## config.mk

```make
export PLATFORM = sky130hd
export DESIGN_NAME = seg7_result_scan
export DESIGN_NICKNAME = d
export VERILOG_FILES = /design/src/rtl/seg7_result_scan.sv
export SDC_FILE = /design/constraint.sdc
export NUM_CORES = 1
export LEC_CHECK = 0
export CORE_MARGIN = 1.5
export CORE_UTILIZATION = 60
export CTS_BUF_LIST = sky130_fd_sc_hd__clkbuf_2 sky130_fd_sc_hd__clkbuf_4 sky130_fd_sc_hd__clkbuf_8
export DETAILED_ROUTE_END_ITERATION = 8
export MAX_ROUTING_LAYER = met4
export PLACE_DENSITY = 0.95
export SLEW_MARGIN = 20
export SYNTH_ARGS = -nofsm -noshare
export SYNTH_HDL_FRONTEND = slang
export SYNTH_SLANG_ARGS = --single-unit
```

## constraint.sdc

```tcl
create_clock -name clk -period 6.3 [get_ports clk]
set_input_delay 1.26 -clock clk [delete_from_list [all_inputs] [get_ports clk]]
set_output_delay 1.26 -clock clk [all_outputs]
set_load 0.01 [all_outputs]
```

## src/rtl/seg7_result_scan.sv

```systemverilog
// Captures the divider result on the rising edge of done and scans it as 4 hex digits
// onto a multiplexed active-low 7-segment display. Optional macro: LEADING_ZERO_BLANK_EN.
module seg7_result_scan #(
  parameter int unsigned SCAN_DIV = 50000,
  parameter int unsigned DW       = 16
) (
  input  logic          clk,
  input  logic          rst,
  input  logic          done,
  input  logic [DW-1:0] result,
  output logic [6:0]    seg,
  output logic [3:0]    an,
  output logic          valid
);

  localparam int unsigned CNT_W = (SCAN_DIV > 1) ? $clog2(SCAN_DIV) : 1;
  localparam int unsigned DIG_W = 2;

  localparam logic [6:0] SEG_OFF  = 7'b1111111;
  localparam logic [6:0] SEG_DASH = 7'b0111111;

  logic             done_d;
  logic [DW-1:0]    value;
  logic [CNT_W-1:0] scan_cnt;
  logic [DIG_W-1:0] dig;

  logic             cap_c;
  logic             wrap_c;
  logic [3:0]       nib_c;
  logic             blank_c;
  logic [6:0]       seg_nxt_c;
  logic [3:0]       an_nxt_c;

  // Active-low {g,f,e,d,c,b,a} pattern for one hex digit
  function automatic logic [6:0] hex7(input logic [3:0] n);
    logic [6:0] s;
    case (n)
      4'h0:    s = 7'b1000000;
      4'h1:    s = 7'b1111001;
      4'h2:    s = 7'b0100100;
      4'h3:    s = 7'b0110000;
      4'h4:    s = 7'b0011001;
      4'h5:    s = 7'b0010010;
      4'h6:    s = 7'b0000010;
      4'h7:    s = 7'b1111000;
      4'h8:    s = 7'b0000000;
      4'h9:    s = 7'b0010000;
      4'hA:    s = 7'b0001000;
      4'hB:    s = 7'b0000011;
      4'hC:    s = 7'b1000110;
      4'hD:    s = 7'b0100001;
      4'hE:    s = 7'b0000110;
      default: s = 7'b0001110;
    endcase
    return s;
  endfunction

  // Rising-edge detect on done and refresh-period wrap
  always_comb begin
    cap_c  = done & ~done_d;
    wrap_c = (scan_cnt == CNT_W'(SCAN_DIV - 1));
  end

  // Capture and scan state
  always_ff @(posedge clk or negedge rst) begin
    if (!rst) begin
      done_d   <= 1'b0;
      value    <= '0;
      valid    <= 1'b0;
      scan_cnt <= '0;
      dig      <= '0;
    end else begin
      done_d <= done;
      if (cap_c) begin
        value <= result;
        valid <= 1'b1;
      end
      if (wrap_c) begin
        scan_cnt <= '0;
        dig      <= dig + DIG_W'(1);
      end else begin
        scan_cnt <= scan_cnt + CNT_W'(1);
      end
    end
  end

  // Nibble select for the active digit
  always_comb begin
    nib_c = value[3:0];
    case (dig)
      2'd0:    nib_c = value[3:0];
      2'd1:    nib_c = value[7:4];
      2'd2:    nib_c = value[11:8];
      default: nib_c = value[15:12];
    endcase
  end

`ifdef LEADING_ZERO_BLANK_EN
  // A digit is dark when it and every more significant nibble are zero; digit 0 never is
  always_comb begin
    blank_c = 1'b0;
    case (dig)
      2'd0:    blank_c = 1'b0;
      2'd1:    blank_c = (value[15:4] == 12'd0);
      2'd2:    blank_c = (value[15:8] == 8'd0);
      default: blank_c = (value[15:12] == 4'd0);
    endcase
  end
`else
  always_comb begin
    blank_c = 1'b0;
  end
`endif

  // Next display pattern from the currently registered state
  always_comb begin
    an_nxt_c  = ~(4'b0001 << dig);
    seg_nxt_c = SEG_DASH;
    if (valid) begin
      seg_nxt_c = blank_c ? SEG_OFF : hex7(nib_c);
    end
  end

  // Display output register
  always_ff @(posedge clk or negedge rst) begin
    if (!rst) begin
      seg <= SEG_OFF;
      an  <= 4'b1111;
    end else begin
      seg <= seg_nxt_c;
      an  <= an_nxt_c;
    end
  end

endmodule
```

==> impl_metrics.ini <==
[run_status]
status = completed

[clock_tree]
hold_buffers = 0
htreeDepth = 2
cts_setup_buffers = 0
cts_tree = yes
clock_path_buffers = 2
path_clk_slew_ns = 0.08
cts.sinks = 47
clk_latency_ns = 0.29
cts_root_buffer = clkbuf_8
cts_made_buffers = 5
ctsResizeCount = 0

[power_and_ir_drop]
leakagePower_nw = 1.14
p_per_area_mw_per_mm2 = 243
p_total_w = 0.000653
irDropWorstVdd_v = 0.000147

[timing]
skew_ns = 0.00627
slew_headroom_pct = 61.9
drv_slew = 0
max_freq_mhz = 377
hold_viol_final = 0
fin_crit_sh_pct = 42.0
setup_viol = 0
setup_ws_ns = 3.65
period_needed_ns = 2.65
tns_ns = 0
worst_pin_slew_ns = 0.572
rsz0062_at_grt = no
hold_ws_ns = 0.497

[logic_synthesis]
ys.flop_type = dfrtp_1
synth_top_area_share_pct = 40.2
synth.area.top_cells = dfrtp_1, dfstp_2, mux2_2
async_flop_share_pct = 100
syn_area_mm2 = 0.00224
synth_warnings = 0
synth_edf_count = 0
synth_seq_area_share_pct = 53.2
yosys-top-cells-count = dfrtp_1, mux2_2, nand2_1
yosysMostFrequentCell = dfrtp_1
synth_top_area_cell = dfrtp_1
ys_ff_latch = 47
syn_inst = 185
avgSynthCellArea_um2 = 12.1
syn-num-nets = 217
yosysUniqueCellTypes = 40

[critical_path]
crit_path_top_delay_cell = clkdlybuf4s50_1
critPathArrivalTime_ns = 1.39
critPathRequiredTime_ns = 5.04
path_buf_inv = 1
cp-start-kind = flop
rr_worst_depth = 9
max_stage_delay_ns = 0.59
path_class = reg2out
crit_chain = clkdlybuf4s50_1
end_kind = output port
cpLargestDelayFamily = buffers and inverters
cp_num_cells = 1
cp_max_fo = 9

[route]
route.met3.wl_um = 131
drc = 0
ant_nets = 0
drt_wl_total_um = 3860
highest_layer = met4
num_vias = 1497
first_pass_iters = 4
vias_per_cell = 5.57
routedWlPerCell_um = 14.4
dr_wl_met2_um = 2010
wl_met1_um = 1690
first_iter_violations = 90

[floorplan]
core_area_mm2 = 0.00363
core.rowCount = 22
die_w_um = 64.1
fp.dieH_um = 64.1
start_util_pct = 61.6
ios = 31
die_area_mm2 = 0.00411

[place]
pre_cts_ws_ns = 3.68
gp_congestion = 0.830
hpwl_um = 2890
portBuffers = 30

[layout]
fin_nets = 252
antenna_cells = 0
drive_above_1_share_pct = 19.9
syn2layout_area_growth_pct = 20.1
utilization_pct = 74.0

[global_route]
grt_max_degree = 48
grt_pass1_vias = 1540
grt_pass1_wl_um = 6610
grt_usage_pct = 21.2
overflow = 0
antenna_found_initial = 0

[hold_path]
hold_depth = 1
min_path_type = reg2reg

[job]
max-cap-violations = 0
## cell families (layout without fill, tap and decap cells)
| logic type | after synthesis | count (layout) | synth area share [%] |
|---|---|---|---|
| AOI/OAI and AO/OA | 26 | 26 | 9.39 |
| adders and majority gates | 13 | 13 | 7.27 |
| and+or+nand+nor | 49 | 49 | 11.8 |
| buffers and inverters | 16 | 52 | 2.85 |
| DFF | 47 | 47 | 53.2 |
| muxes | 22 | 22 | 10.8 |
| xor gates and xnor gates | 12 | 12 | 4.70 |
## final timing paths
kind                                            start                    end  slack [ns]
worst max-delay path                valid$_DFFE_PN0P_                  valid        3.65
worst min-delay path            scan_cnt[0]$_DFF_PN0_  scan_cnt[0]$_DFF_PN0_        0.50
worst max register to register     dig[0]$_DFFE_PN0N_       seg[3]$_DFF_PN1_        3.81
worst min register to register  scan_cnt[0]$_DFF_PN0_  scan_cnt[0]$_DFF_PN0_        0.50
max in group asynchronous                         rst       seg[4]$_DFF_PN1_        4.97
min in group asynchronous                         rst  scan_cnt[2]$_DFF_PN0_        0.94
## placed cells by master (no fill, tap or decap), types with 2 or more instances in the layout
cell type        synthesis  routed
mux2_2                  15      15
clkdlybuf4s50_1          0      29
inv_1                   12      12
nand2_1                 15      15
nor2_1                   9       9
and3_1                   2       2
dfstp_2                 11      11
o221ai_1                 3       3
a31oi_1                  2       2
nor2b_1                  4       4
dfrtp_1                 36      36
clkbuf_8                 0       6
xnor2_1                  8       8
mux2i_1                  6       6
o21ai_0                  6       6
nor4bb_1                 2       2
xor2_1                   4       4
a222oi_1                 4       4
ha_1                    13      13
nand3_1                  6       6
a21oi_1                  2       2
nor3_1                   2       2
buf_4                    0       2
and4_1                   2       2
## registers in the layout, indices dropped and copies added (netlist names)
name and flops:
an 4, dig 2, done_d 1, scan_cnt 16, seg 7, valid 1, value 16
## stage by stage
stage / cells / instance area (µm²)
after floorplan: 185 / 2240
after global placement: 261 / 2590
after detailed placement: 261 / 2590
after CTS: 269 / 2690
after global routing: 269 / 2690
final: 269 / 2690
## routing by layer
layer,vias to the layer above,track usage [%]
met5,-,-
met4,0,6.79
met3,3,5.63
met2,24,36.3
met1,744,24.1
li1,726,-
## cell type report
type,count,area (µm²)
sequential,47,1190
multi-input combinational,122,985
fill,258,946
timing repair buffer,31,305
clock buffer,7,90.1
tap,48,60.1
inverter,13,48.8
clock inverter,1,8.76
## where the power goes
part	internal [W]	switching (W)	total (W)
combinational	0.0000639	0.0000535	0.000117
clock	0.0000942	0.0000951	0.000189
sequential	0.000336	0.0000104	0.000346
Power figures use the tool's default switching activity.
